File: src/rtl/pipe_pkg.sv
// rtl/pipe_pkg.sv - shared select encoding, stage tag type and helpers for pipe_fwd_ctrl
package pipe_pkg;

  // Widest register address a tag slot can carry; narrower REG_AW values are zero-extended.
  localparam int TAG_AW = 8;

  typedef enum logic [1:0] {
    FWD_RF    = 2'b00,
    FWD_MEMWB = 2'b01,
    FWD_EXMEM = 2'b10
  } fwd_sel_e;

  typedef struct packed {
    logic              valid;
    logic              regwrite;
    logic              memread;
    logic [TAG_AW-1:0] dest;
  } stage_tag_t;

  localparam stage_tag_t BUBBLE = stage_tag_t'('0);

  function automatic logic is_writer(input stage_tag_t t);
    return t.valid & t.regwrite & (t.dest != '0);
  endfunction

endpackage

File: src/rtl/fwd_stage_reg.sv
// rtl/fwd_stage_reg.sv - one pipeline tag slot with hold, bubble-insert and load
module fwd_stage_reg
  import pipe_pkg::*;
(
  input  logic       clk,
  input  logic       rst_n,
  input  logic       i_hold,
  input  logic       i_bubble,
  input  stage_tag_t i_d,
  output stage_tag_t o_q
);

  stage_tag_t r_q;

  always_ff @(posedge clk or negedge rst_n) begin
    if (!rst_n) begin
      r_q <= BUBBLE;
    end else if (!i_hold) begin
      r_q <= i_bubble ? BUBBLE : i_d;
    end
  end

  assign o_q = r_q;

endmodule

File: src/rtl/pipe_fwd_ctrl.sv
// rtl/pipe_fwd_ctrl.sv - registered forwarding / load-use hazard controller for the 5-stage pipe
// Optional feature: define FWD_WB_BYPASS_EN to drive id_wb_bypass from the MEM/WB slot.
module pipe_fwd_ctrl
  import pipe_pkg::*;
#(
  parameter int REG_AW  = 4,
  parameter int NUM_SRC = 2,
  parameter int CNT_W   = 16
) (
  input  logic                      clk,
  input  logic                      rst_n,
  input  logic                      pipe_hold,
  input  logic                      ex_flush,
  input  logic                      id_valid,
  input  logic                      id_regwrite,
  input  logic                      id_memread,
  input  logic [REG_AW-1:0]         id_regdest,
  input  logic [NUM_SRC*REG_AW-1:0] id_src,
  input  logic [NUM_SRC-1:0]        id_src_used,
  output logic [2*NUM_SRC-1:0]      ex_fwd_sel,
  output logic                      stall_id,
  output logic [NUM_SRC-1:0]        id_wb_bypass,
  output logic [CNT_W-1:0]          stall_cnt
);

  stage_tag_t           w_id_tag;
  stage_tag_t           w_idex;
  stage_tag_t           w_exmem;
  stage_tag_t           w_memwb;
  logic [NUM_SRC-1:0]   w_match_idex;
  logic [NUM_SRC-1:0]   w_match_exmem;
  logic [NUM_SRC-1:0]   w_match_memwb;
  logic [2*NUM_SRC-1:0] w_sel_next;
  logic                 w_kill;
  logic [2*NUM_SRC-1:0] r_ex_fwd_sel;
  logic [CNT_W-1:0]     r_stall_cnt;

  function automatic logic src_match(input stage_tag_t t, input logic [REG_AW-1:0] src,
                                     input logic used);
    return used & is_writer(t) & (t.dest == TAG_AW'(src));
  endfunction

  always_comb begin
    w_match_idex  = '0;
    w_match_exmem = '0;
    w_match_memwb = '0;
    for (int i = 0; i < NUM_SRC; i++) begin
      w_match_idex[i]  = src_match(w_idex,  id_src[i*REG_AW +: REG_AW], id_src_used[i]);
      w_match_exmem[i] = src_match(w_exmem, id_src[i*REG_AW +: REG_AW], id_src_used[i]);
      w_match_memwb[i] = src_match(w_memwb, id_src[i*REG_AW +: REG_AW], id_src_used[i]);
    end
  end

  assign stall_id = id_valid & ~ex_flush & w_idex.memread & (|w_match_idex);

  // Any of these puts a bubble into ID/EX and a regfile select into EX.
  assign w_kill = ex_flush | stall_id | ~id_valid;

  always_comb begin
    w_sel_next = '0;
    for (int i = 0; i < NUM_SRC; i++) begin
      if (w_kill)
        w_sel_next[2*i +: 2] = FWD_RF;
      else if (w_match_idex[i])
        w_sel_next[2*i +: 2] = FWD_EXMEM;
      else if (w_match_exmem[i])
        w_sel_next[2*i +: 2] = FWD_MEMWB;
      else
        w_sel_next[2*i +: 2] = FWD_RF;
    end
  end

  always_comb begin
    w_id_tag          = BUBBLE;
    w_id_tag.valid    = id_valid;
    w_id_tag.regwrite = id_valid & id_regwrite;
    w_id_tag.memread  = id_valid & id_memread;
    w_id_tag.dest     = id_valid ? TAG_AW'(id_regdest) : '0;
  end

  fwd_stage_reg u_idex (
    .clk      (clk),
    .rst_n    (rst_n),
    .i_hold   (pipe_hold),
    .i_bubble (w_kill),
    .i_d      (w_id_tag),
    .o_q      (w_idex)
  );

  fwd_stage_reg u_exmem (
    .clk      (clk),
    .rst_n    (rst_n),
    .i_hold   (pipe_hold),
    .i_bubble (1'b0),
    .i_d      (w_idex),
    .o_q      (w_exmem)
  );

  fwd_stage_reg u_memwb (
    .clk      (clk),
    .rst_n    (rst_n),
    .i_hold   (pipe_hold),
    .i_bubble (1'b0),
    .i_d      (w_exmem),
    .o_q      (w_memwb)
  );

  always_ff @(posedge clk or negedge rst_n) begin
    if (!rst_n) begin
      r_ex_fwd_sel <= '0;
      r_stall_cnt  <= '0;
    end else if (!pipe_hold) begin
      r_ex_fwd_sel <= w_sel_next;
      if (stall_id && (r_stall_cnt != '1))
        r_stall_cnt <= r_stall_cnt + CNT_W'(1);
    end
  end

  assign ex_fwd_sel = r_ex_fwd_sel;
  assign stall_cnt  = r_stall_cnt;

`ifdef FWD_WB_BYPASS_EN
  assign id_wb_bypass = w_match_memwb & {NUM_SRC{id_valid}};

  logic w_unused;
  assign w_unused = ^{w_exmem.memread, w_memwb.memread};
`else
  assign id_wb_bypass = '0;

  logic w_unused;
  assign w_unused = ^{w_exmem.memread, w_memwb.memread, w_match_memwb};
`endif

endmodule
File: config.mk
export PLATFORM = sky130hd
export DESIGN_NAME = pipe_fwd_ctrl
export DESIGN_NICKNAME = d
export VERILOG_FILES = /design/src/rtl/pipe_pkg.sv /design/src/rtl/fwd_stage_reg.sv /design/src/rtl/pipe_fwd_ctrl.sv
export SDC_FILE = /design/constraint.sdc
export NUM_CORES = 1
export LEC_CHECK = 0
export CAP_MARGIN = 10
export CORE_MARGIN = 8
export CORE_UTILIZATION = 52
export CTS_CLUSTER_DIAMETER = 50
export DETAILED_ROUTE_END_ITERATION = 8
export MAX_ROUTING_LAYER = met4
export PLACE_DENSITY_LB_ADDON = 0.05
export SYNTH_ARGS = -nofsm -noshare
export SYNTH_HDL_FRONTEND = slang
export SYNTH_SLANG_ARGS = --single-unit
File: constraint.sdc
create_clock -name clk -period 5.6 [get_ports clk]
set_input_delay 1.68 -clock clk [delete_from_list [all_inputs] [get_ports clk]]
set_output_delay 1.68 -clock clk [all_outputs]
set_load 0.01 [all_outputs]
# Word level (Yosys, flattened, before mapping)
# Index checks and enable logic that the tools add are counted.
[word_totals]
input_bits = 21
out_inout_bits = 23
reg_bits = 41
wordCells = 50
[classes]
bitwise = 22
reduce_logical = 5
mux = 8
addsub = 1
eq_ne = 5
[op_table]
columns = ["operator", "count"]
rows = [
  ["== test 8 x 4 -> 1 bit", 4],
  ["bitwise AND 1 bit", 17],
  ["adder 16 x 1 -> 16 bit, second input constant", 1],
  ["inequality test 16 bit, second input constant", 1],
  ["nonzero test 8 bit", 2],
  ["two-way mux 11 bit", 1],
  ["two-way mux 2 bit", 4],
  ["two-way mux 4 bit", 1],
  ["NOT 1 bit", 3],
  ["two-way mux 1 bit", 2],
  ["bitwise OR 1 bit", 2],
  ["AND reduction 2 bit", 1],
  ["OR reduction 2 bit", 1],
  ["logical AND 1 bit", 1],
]

# Depth between registers and ports, before layout
# Gate-level depths: netlist of the first run.
[logic_depth]
word_depth = 9
mapped_depth = 8
depth_no_buf = 7

# Modules after synthesis
# From an unflattened synthesis of the first run, not the netlist that was laid out.
[hier_totals]
hier_cells = 223
hier_area_um2 = 2284.7
[by_module_without_submodules]
columns = ["mod", "n_inst", "seq_area_each_um2", "cells_each", "area_per_inst_um2"]
rows = [
  ["pipe_fwd_ctrl", 1, 500.5, 131, 1266.2],
  ["fwd_stage_reg", 2, 275.3, 46, 509.2],
]

# Worst setup path after synthesis of the first run
# No wires, ideal clock.
[synth_path]
kind = "input -> output"
start = "input port id_src[4]"
end = "output port stall_id"
n_path_buf = 0
required_ns = 3.920
t_arrival_ns = 2.691
slack_ns = 1.229
cell_stages = 4
path_cell_list = "xor2_1 -> nor4_4 -> o21ai_0 -> nor3b_1"
[synth_via]
elab_chain_cells = 4
[synth_lines]
columns = ["element", "line_no", "rtl"]
rows = [
  ["start, declared", "pipe_fwd_ctrl.sv:18", "input logic [NUM_SRC*REG_AW-1:0] id_src,"],
  ["== test 8 x 4 -> 1 bit", "pipe_fwd_ctrl.sv:40", "return used & is_writer(t) & (t.dest == TAG_AW'(src));"],
  ["bitwise AND 1 bit", "pipe_fwd_ctrl.sv:40", ""],
  ["OR reduction 2 bit", "pipe_fwd_ctrl.sv:54", "assign stall_id = id_valid & ~ex_flush & w_idex.memread & (|w_match_idex);"],
  ["bitwise AND 1 bit", "pipe_fwd_ctrl.sv:54", ""],
  ["end, declared", "pipe_fwd_ctrl.sv:21", "output logic stall_id,"],
]
# No other way between the ends.

# Final worst setup path of the first run
# Ends and elaborated chain as after synthesis.

==> summary.txt, run 1 <==
Global route
  • Initial antenna violation count: 0
  • Vias in the first global route: around 1400
  • Largest net degree at the start of global routing: 34
  • First-pass GRT wire length: around 6600 um
  • Total Routing Usage GR: 16.3%
  • GRT overflow: 0

Synthesis
  • Avg Cell Area, Syn: around 11 um^2
  • Yosys top cell by area: dfrtp_1
  • Most frequent cells after synthesis: dfrtp_1 (33), xnor2_1 (18), nand2_1 (16), xor2_1 (13)
  • Top-count cell post-synth: dfrtp_1
  • Syn. warnings: 0
  • Ys flop type: dfrtp_1
  • Area share of the largest cell type after synthesis: between 40 and 50%
  • Post-Syn Area: approximately 1700 um^2
  • Synthesized instance count: 151
  • Top post-synthesis cells by area: dfrtp_1 (48%), xnor2_1 (9.2%), xor2_1 (6.7%)
  • Seq/Total Area, Yosys: 48.4%
  • Number of enable flip-flop cells after synthesis: 0
  • Asr flop ratio synth: 100%
  • Synth Register Bits: 33
  • Count of unique library cells instantiated by Yosys: 34

Critical path
  • CP endpoint: stall_id
  • Crit. End Element: primary output
  • Crit Path Max Fanout: 2
  • Critical-path top delay cell: clkdlybuf4s50_1
  • FF-to-FF path depth: 5
  • Crit path launch type: input port
  • R2R Setup Slk: 3650 ps
  • Beginning of the critical path: id_src[4]
  • FF-to-FF End: stall_cnt[1]
  • Critical Path, Cell by Cell: clkdlybuf4s50_1 > xor2_1 > nor4_4 > o21ai_0 > nor3b_1 > clkdlybuf4s50_1
  • Setup Crit Path Kind: in2out
  • Slowest stage delay, CP: around 570 ps
  • Worst path most repeated cell: clkdlybuf4s50_1
  • Worst r2r src: stall_cnt[8]
  • Critical path data required time: just under 4000 ps
  • Worst endpoint data arrival time: between 3000 and 4000 ps

Final layout
  • Antenna Cells: 0
  • Fill cells: 263
  • Final Instance Count excl. Fillers: 244
  • Area growth, synth to finish: 31.0%
  • Share of layout cells above drive strength 1: about an eighth
  • Final-stage net count: approximately 220

Timing
  • PnR worst setup slack: between 300 and 400 ps
  • Slew HR: 54.1%
  • Pins Over Slew Limit: 0
  • Final hold violations: 0
  • Final Critical Period: 5220 ps
  • RSZ-0062 raised after global routing: no
  • Final Cycle Share: 93.2%
  • Final setup vio count: 0
  • Worst-Margin Slew: 686 ps
  • Setup_tns: 0 ps
  • Clock Skew: approximately 9.2 ps
  • Fmax: 0.192 GHz

Detailed routing
  • Routed wire length per instance: 15.7 um
  • Wire length on met3: approximately 280 um
  • Via density: between 5 and 6
  • DR WL met2: roughly 1900 um
  • First drt pass iteration count: 4
  • Initial drt markers: approximately 70
  • Met1 WL: between 1500 and 2000 um
  • Vias: between 1000 and 1500
  • Antenna Nets Post-Route: 0
  • DR top layer: met4
  • DRC Markers: 0
  • Drt total wl: about 3800 um

Clock network
  • Setup bufs post-CTS: 0
  • Clock buffer depth: 2
  • Clock buffer count from CTS: 5
  • CTS sink cnt: 33
  • # resized after CTS: 0
  • TritonCTS clock tree: done
  • Hold buffer count at CTS: 0
  • Clock Latency Late Sink: between 300 and 400 ps
  • Clock root buffer master: clkbuf_4
  • # H-tree levels: 2
  • Clk pin slew, worst setup/hold paths: roughly 100 ps

Power
  • VDD IR max: 0.141 mV
  • PD cells: 219 nW/um^2
  • Leak: 0.967 nW

Floorplanning
  • Core area: 3230 um^2
  • Ports: between 40 and 50
  • Vert. Die Dim: 73.3 um
  • Row cnt: 21
  • Die X: 73.3 um
  • Die area: ~5400 um^2
  • Initial core utilization: 52.8%

Placed design
  • Post-Place Setup Slack: around 360 ps
  • # port buffers: 41
  • GP Congestion: 0.887
  • Hpwl dp: 2890 um
  • Placed cells: about 240

Status
  • Status: finished, final reports clean

Hold path
  • Type of the tightest min-delay check: reg2reg

Run
  • Max-Cap Viols: 0
## critical path: cells and delay by family
| kind | cells | cell delay, ps |
|---|---|---|
| AOI/OAI and AO/OA | 1 | 140 |
| and+or+nand+nor | 2 | 500 |
| buffers and inverters | 2 | 1020 |
| xor gates and xnor gates | 1 | 180 |
## cell families after synthesis
group	share of synthesized area [%]
compound gates	7.99
xor+xnor	15.9
fa+ha+maj	0.732
buf+inv	3.15
flops	48.4
mux	4.62
other cells	0.220
simple gates	19.0
## cell type report
class | instances | area [um^2] | area share [%]
Timing Repair Buffer | 44 | 433 | 19.4
Tap cell | 46 | 57.6 | 2.57
Inverter | 1 | 3.75 | 0.168
Clock buffer | 7 | 55.1 | 2.46
Sequential cell | 33 | 826 | 36.9
Multi-Input combinational cell | 112 | 832 | 37.2
Clock inverter | 1 | 30.0 | 1.34
## state kept, by name, indices dropped and copies added, names as in the netlist
name / count
ex_fwd_sel: 4
stall_cnt: 16
u_exmem.o_q: 6
u_idex.o_q: 7
## report_power, final
group	leakage, nW	total, W	switching [W]	internal (W)
Combinational	0.467	0.0000524	0.0000240	0.0000284
Clock	0.0455	0.000184	0.0000779	0.000107
Sequential	0.454	0.000253	0.00000835	0.000245
Total	0.967	0.000490	0.000110	0.000380
## through the flow
| stage | total power (W) | hold WS, ps | util [%] | instance area [um^2] |
|---|---|---|---|---|
| after global placement | 0.000308 | 471 | 66.6 | 2150 |
| after CTS | 0.000497 | 505 | 69.2 | 2240 |
| after floorplan | 0.000284 | 479 | - | 1710 |
| after global routing | 0.000513 | 537 | 69.2 | 2240 |
| final | 0.000490 | 496 | 69.2 | 2240 |
| after detailed placement | 0.000310 | 483 | 66.6 | 2150 |
## layer usage
layer / GRT usage (%) / vias to the layer above
met3: 5.87 / 6
met4: 5.76 / 0
met2: 26.5 / 43
met1: 18.0 / 656
met5: - / -
li1: - / 623
## worst min-delay path by stage
stage	from	endpoint	slack (ps)	cells past startpoint
floorplan	u_exmem.o_q[9]	u_exmem.o_q[9]	480	1
global placement	ex_fwd_sel[2]	ex_fwd_sel[2]	470	2
detailed placement	ex_fwd_sel[2]	ex_fwd_sel[2]	480	2
CTS	stall_cnt[11]	stall_cnt[11]	500	1
global route	stall_cnt[11]	stall_cnt[11]	540	1
finish	stall_cnt[11]	stall_cnt[11]	500	1
## cells in the final DEF, fill, tap and decap left out, types with 2 or more instances in the layout
cell type,count
xnor2_1,18
dfrtp_1,33
nand4_1,8
nor3_1,5
o21ai_0,3
a21oi_1,2
conb_1,2
buf_4,3
mux2_2,7
clkbuf_4,5
nand2_1,16
and3_1,3
nand3_1,4
clkdlybuf4s50_1,41
nor4_4,2
a22o_1,8
xor2_1,13
nand3_2,2
nor2_1,7
(Power assumes the default switching activity.)
==> inputs of run 2 (changes only) <==
--- a/config.mk
+++ b/config.mk
@@ -6,8 +6,8 @@
 export NUM_CORES = 1
 export LEC_CHECK = 0
 export CAP_MARGIN = 10
-export CORE_MARGIN = 8
-export CORE_UTILIZATION = 52
+export CORE_UTILIZATION = 54
+export CTS_BUF_LIST = sky130_fd_sc_hd__clkbuf_8
 export CTS_CLUSTER_DIAMETER = 50
 export DETAILED_ROUTE_END_ITERATION = 8
 export MAX_ROUTING_LAYER = met4
@@ -15,3 +15,4 @@
 export SYNTH_ARGS = -nofsm -noshare
 export SYNTH_HDL_FRONTEND = slang
 export SYNTH_SLANG_ARGS = --single-unit
+export TNS_END_PERCENT = 50
==> summary.txt, run 2 (synthesis gave the netlist of run 1 again) <==
Critical path
  • Critical path data required time: 3920 ps (about the same)
  • FF-to-FF path depth: 5 (unchanged)
  • Worst path most repeated cell: clkdlybuf4s50_1
  • Critical Path, Cell by Cell: clkdlybuf4s50_1 > xor2_1 > nor4_4 > o21ai_0 > nor3b_1 > clkdlybuf4s50_1
  • Slowest stage delay, CP: 560 ps (about the same)
  • Crit. End Element: primary output
  • Beginning of the critical path: id_src[0]
  • FF-to-FF End: stall_cnt[1]
  • CP endpoint: stall_id
  • Setup Crit Path Kind: in2out
  • Critical-path top delay cell: clkdlybuf4s50_1
  • Worst r2r src: stall_cnt[8]
  • Crit Path Max Fanout: 2 (unchanged)
  • Crit path launch type: input port
  • Worst endpoint data arrival time: 3580 ps (+40 ps)
  • R2R Setup Slk: 3690 ps (+40 ps)

Placed design
  • # port buffers: 41 (unchanged)
  • Placed cells: 234 (-0.85%)
  • Hpwl dp: 2500 um (-14%)
  • GP Congestion: 0.857 (-3.3%)

Clock network
  • Clk pin slew, worst setup/hold paths: 70 ps (-30 ps)
  • Setup bufs post-CTS: 0 (unchanged)
  • CTS sink cnt: 33 (unchanged)
  • Clock buffer depth: 2 (unchanged)
  • TritonCTS clock tree: done
  • # H-tree levels: 2 (unchanged)
  • Clock root buffer master: clkbuf_8
  • Clock buffer count from CTS: 5 (unchanged)
  • Hold buffer count at CTS: 0 (unchanged)
  • Clock Latency Late Sink: 290 ps (-40 ps)
  • # resized after CTS: 0 (unchanged)

Timing
  • Fmax: 0.190 GHz (-0.75%)
  • Setup_tns: 0 ps (unchanged)
  • Final hold violations: 0 (unchanged)
  • Final Cycle Share: 93.9% (+0.71 points)
  • Final setup vio count: 0 (unchanged)
  • RSZ-0062 raised after global routing: no
  • Pins Over Slew Limit: 0 (unchanged)
  • Final Critical Period: 5260 ps (+39.6 ps)
  • Clock Skew: 8.62 ps (-0.535 ps)
  • Slew HR: 53.1% (-1.0 points)
  • Worst-Margin Slew: 701 ps (+15.4 ps)

Global route
  • GRT overflow: 0 (unchanged)
  • Total Routing Usage GR: 23.3% (+7.0 points)
  • Vias in the first global route: 1278 (-11%)
  • Largest net degree at the start of global routing: 34 (unchanged)
  • Initial antenna violation count: 0 (unchanged)
  • First-pass GRT wire length: 5620 um (-15%)

Detailed routing
  • Initial drt markers: 68 (unchanged)
  • Via density: 5.34 (-1.9%)
  • Antenna Nets Post-Route: 0 (unchanged)
  • DRC Markers: 0 (unchanged)
  • Drt total wl: 3400 um (-11%)
  • First drt pass iteration count: 5 (+1)
  • Routed wire length per instance: 14.0 um (-11%)
  • Vias: 1292 (-2.7%)

Final layout
  • Final Instance Count excl. Fillers: 242 (-0.82%)
  • Flip-flop count of the largest register after layout: 16 (unchanged)
  • Final-stage net count: 219 (unchanged)
  • Share of layout cells above drive strength 1: 13.1% (unchanged)
  • Fin util: 74.8% (+5.6 points)
  • Antenna Cells: 0 (unchanged)
  • Area growth, synth to finish: 32.7%
  • Commonest cells after routing, fill and taps aside: clkdlybuf4s50_1 (41), dfrtp_1 (33), xnor2_1 (18)
  • Commonest non-fill, non-tap cell in the layout: clkdlybuf4s50_1
  • Fill cells: 230 (-13%)

Power
  • PD cells: 237 nW/um^2 (+8.2%)
  • Power, Total: 0.000537 W (+9.5%)
  • VDD IR max: 0.154 mV (+9.1%)
  • Leak: 0.984 nW (+1.8%)

Floorplanning
  • Row cnt: 20 (-4.8%)
  • Core area: 3030 um^2 (-6.3%)
  • Vert. Die Dim: 58.2 um (-21%)
  • Ports: 44 (unchanged)
  • Die X: 58.2 um (-21%)
  • Initial core utilization: 56.4% (+3.6 points)
  • Die area: 3390 um^2 (-37%)

Status
  • Status: finished, final reports clean

Hold path
  • Type of the tightest min-delay check: reg2reg

Run
  • Max-Cap Viols: 0 (unchanged)
-- run 2: changes by cell type in the layout (fill, tap and decap cells not counted) --
cell and change:
inv_1 +1, clkbuf_8 +5, clkbuf_4 -5, clkbuf_1 -1
-- run 2: cell type report --
class,instances,area (um^2),area share [%]
clock buffer,6,82.6,3.64
clock inverter,2,33.8,1.49
timing repair buffer,44,433,19.1
inverter,1,3.75,0.166
sequential,33,826,36.4
multi-input combinational,112,832,36.7
tap,44,55.1,2.43
-- run 2: critical path: cells and delay by family --
family | cells | cell delay (ps)
simple gates | 2 | 520
compound gates | 1 | 170
xor+xnor | 1 | 190
buf+inv | 2 | 1020
-- run 2: per-stage QoR --
stage	hold slack (ps)	area, um^2	worst slack [ps]
6_report	491	2270	340
5_1_grt	518	2270	231
4_1_cts	495	2270	325
3_5_place_dp	479	2150	346
3_3_place_gp	470	2150	354
2_1_floorplan	479	1710	1230
-- run 2: metal layers --
| layer | global-route usage, % | vias up | share of wire [%] |
|---|---|---|---|
| met1 | 29.5 | 624 | 46 |
| met2 | 35.3 | 43 | 47 |
| met5 | - | - | 0 |
| met3 | 6.03 | 7 | 4.6 |
| li1 | - | 618 | - |
| met4 | 10.5 | 0 | 1.6 |
-- run 2: report_power, final --
| part | switching, W | internal (W) |
|---|---|---|
| logic | 0.0000238 | 0.0000284 |
| registers | 0.00000842 | 0.000245 |
| clock network | 0.0000880 | 0.000143 |
| total | 0.000120 | 0.000416 |
-- run 2: worst min-delay path by stage --
| stage | from | to | slack [ps] | cells past startpoint |
|---|---|---|---|---|
| floorplan | u_exmem.o_q[9] | u_exmem.o_q[9] | 480 | 1 |
| global placement | ex_fwd_sel[2] | ex_fwd_sel[2] | 470 | 2 |
| detailed placement | stall_cnt[13] | stall_cnt[13] | 480 | 1 |
| CTS | stall_cnt[13] | stall_cnt[13] | 490 | 1 |
| global route | stall_cnt[13] | stall_cnt[13] | 520 | 1 |
| finish | stall_cnt[13] | stall_cnt[13] | 490 | 1 |
==> inputs of run 3 (changes only) <==
--- a/config.mk
+++ b/config.mk
@@ -12,6 +12,7 @@
 export DETAILED_ROUTE_END_ITERATION = 8
 export MAX_ROUTING_LAYER = met4
 export PLACE_DENSITY_LB_ADDON = 0.05
+export SETUP_SLACK_MARGIN = 0.2
 export SYNTH_ARGS = -nofsm -noshare
 export SYNTH_HDL_FRONTEND = slang
 export SYNTH_SLANG_ARGS = --single-unit
==> constraint.sdc (replaced) <==
create_clock -name clk -period 5.6 [get_ports clk]
set_input_delay 1.12 -clock clk [delete_from_list [all_inputs] [get_ports clk]]
set_output_delay 1.12 -clock clk [all_outputs]
set_load 0.01 [all_outputs]
==> summary.txt, run 3 (synthesis gave the netlist of run 1 again) <==
Placed design
  • GP Congestion: 0.832 (-3.0%)
  • # port buffers: 41 (unchanged)
  • Placed cells: 232 (-0.85%)
  • Hpwl dp: 2550 um (+2.0%)
  • Post-Place Setup Slack: 1340 ps (+996 ps)

Clock network
  • # H-tree levels: 2 (unchanged)
  • Setup bufs post-CTS: 0 (unchanged)
  • Hold buffer count at CTS: 0 (unchanged)
  • Clock buffer depth: 2 (unchanged)
  • Clock root buffer master: clkbuf_8
  • Clk pin slew, worst setup/hold paths: 70 ps (about the same)
  • TritonCTS clock tree: done
  • Clock buffer count from CTS: 5 (unchanged)
  • CTS sink cnt: 33 (unchanged)
  • # resized after CTS: 0 (unchanged)
  • Clock Latency Late Sink: 290 ps (about the same)

Global route
  • Routing usage on met3: 6.25% (+0.22 points)
  • Initial antenna violation count: 0 (unchanged)
  • GRT overflow: 0 (unchanged)
  • Largest net degree at the start of global routing: 34 (unchanged)
  • Total Routing Usage GR: 24.2% (+0.88 points)
  • Met2 usage: 36.3% (+0.99 points)
  • Busiest layer in global routing: met2
  • Vias in the first global route: 1255 (-1.8%)
  • Met1 usage: 31.7% (+2.2 points)
  • First-pass GRT wire length: 5870 um (+4.4%)

Detailed routing
  • Vias: 1269 (-1.8%)
  • Antenna Nets Post-Route: 0 (unchanged)
  • DRC Markers: 0 (unchanged)
  • Drt total wl: 3470 um (+2.0%)
  • Via density: 5.29 (-0.96%)
  • First drt pass iteration count: 4 (-1)
  • Routed wire length per instance: 14.5 um (+2.9%)
  • Initial drt markers: 53 (-22%)

Critical path
  • R2R Setup Slk: 3650 ps (-40 ps)
  • Setup Crit Path Kind: in2out
  • Crit path launch type: input port
  • Crit Path Max Fanout: 5 (+3)
  • Critical path data required time: 4480 ps (+560 ps)
  • Worst endpoint data arrival time: 3200 ps (-380 ps)
  • Crit. End Element: primary output

Power
  • VDD IR max: 0.143 mV (-7.0%)
  • PD cells: 238 nW/um^2 (+0.50%)
  • Leak: 0.973 nW (-1.1%)
  • Power, Total: 0.000536 W (-0.16%)

Timing
  • Slew HR: 54.0% (+0.92 points)
  • Fmax: 0.232 GHz (+22%)
  • Final Cycle Share: 77.1% (-17 points)
  • RSZ-0062 raised after global routing: no
  • Clock Skew: 7.23 ps (-1.38 ps)
  • Min Hold Slack: 491 ps (-0.372 ps)
  • Final setup vio count: 0 (unchanged)
  • Setup_tns: 0 ps (unchanged)
  • Worst-Margin Slew: 688 ps (-13.7 ps)
  • Final hold violations: 0 (unchanged)
  • PnR worst setup slack: 1280 ps (+943 ps)
  • Final Critical Period: 4320 ps (-943 ps)
  • Pins Over Slew Limit: 0 (unchanged)

Final layout
  • Share of layout cells above drive strength 1: 12.2% (-0.89 points)
  • Commonest non-fill, non-tap cell in the layout: clkdlybuf4s50_1
  • Final-stage net count: 217 (-0.91%)
  • Flip-flop count of the largest register after layout: 16 (unchanged)
  • Fill cells: 241 (+4.8%)
  • Area growth, synth to finish: 31.8%
  • Final Instance Count excl. Fillers: 240 (-0.83%)
  • Commonest cells after routing, fill and taps aside: clkdlybuf4s50_1 (41), dfrtp_1 (33), xnor2_1 (18)
  • Antenna Cells: 0 (unchanged)

Floorplanning
  • Die X: 58.2 um (unchanged)
  • Vert. Die Dim: 58.2 um (unchanged)
  • Ports: 44 (unchanged)
  • Initial core utilization: 56.4% (unchanged)
  • Row cnt: 20 (unchanged)
  • Core area: 3030 um^2 (unchanged)
  • Die area: 3390 um^2 (unchanged)

Status
  • Status: finished, final reports clean

Run
  • Max-Cap Viols: 0 (unchanged)

Hold path
  • Type of the tightest min-delay check: reg2reg
run 3: changes by cell type in the layout (fill, tap and decap cells not counted), sizes merged:
cell,delta
buf,-2
run 3: worst paths after layout:
check / from / endpoint / cells past startpoint
max in group asynchronous: rst_n / u_exmem.o_q[9] / 2
setup / recovery: id_src[0] / stall_id / 6
min in group asynchronous: rst_n / u_exmem.o_q[2] / 2
hold reg to reg: stall_cnt[13] / stall_cnt[13] / 1
setup reg to reg: stall_cnt[8] / stall_cnt[1] / 5
hold / removal: stall_cnt[13] / stall_cnt[13] / 1
run 3: stage by stage:
| step | util, % | instance area (um^2) |
|---|---|---|
| after global routing | 74.3 | 2250 |
| after detailed placement | 70.5 | 2130 |
| after CTS | 74.3 | 2250 |
| final | 74.3 | 2250 |
| after floorplan | - | 1710 |
| after global placement | 70.5 | 2130 |
run 3: area by class of cell:
| cell class | instances | area [um^2] | area share [%] |
|---|---|---|---|
| multi-input combinational | 112 | 832 | 37.0 |
| sequential | 33 | 826 | 36.7 |
| timing repair buffer | 42 | 418 | 18.6 |
| clock buffer | 6 | 82.6 | 3.67 |
| tap | 44 | 55.1 | 2.45 |
| clock inverter | 2 | 33.8 | 1.50 |
| inverter | 1 | 3.75 | 0.167 |
run 3: critical path, cell delays in order:
cell	delay, ps
clkdlybuf4s50_1	470
xor2_1	200
nor4_4	420
o21ai_0	200
nor3b_1	230
clkdlybuf4s50_1	570
run 3: routing by layer:
| metal | wire (um) | share of wire, % |
|---|---|---|
| met2 | 1640 | 47 |
| met4 | 49 | 1.4 |
| met3 | 133 | 3.8 |
| met5 | 0 | 0 |
| met1 | 1650 | 47 |
run 3: report_power, final:
part | internal (W) | switching, W | total (W)
logic | 0.0000278 | 0.0000241 | 0.0000519
clock network | 0.000143 | 0.0000874 | 0.000231
registers | 0.000245 | 0.00000837 | 0.000253
total | 0.000416 | 0.000120 | 0.000536
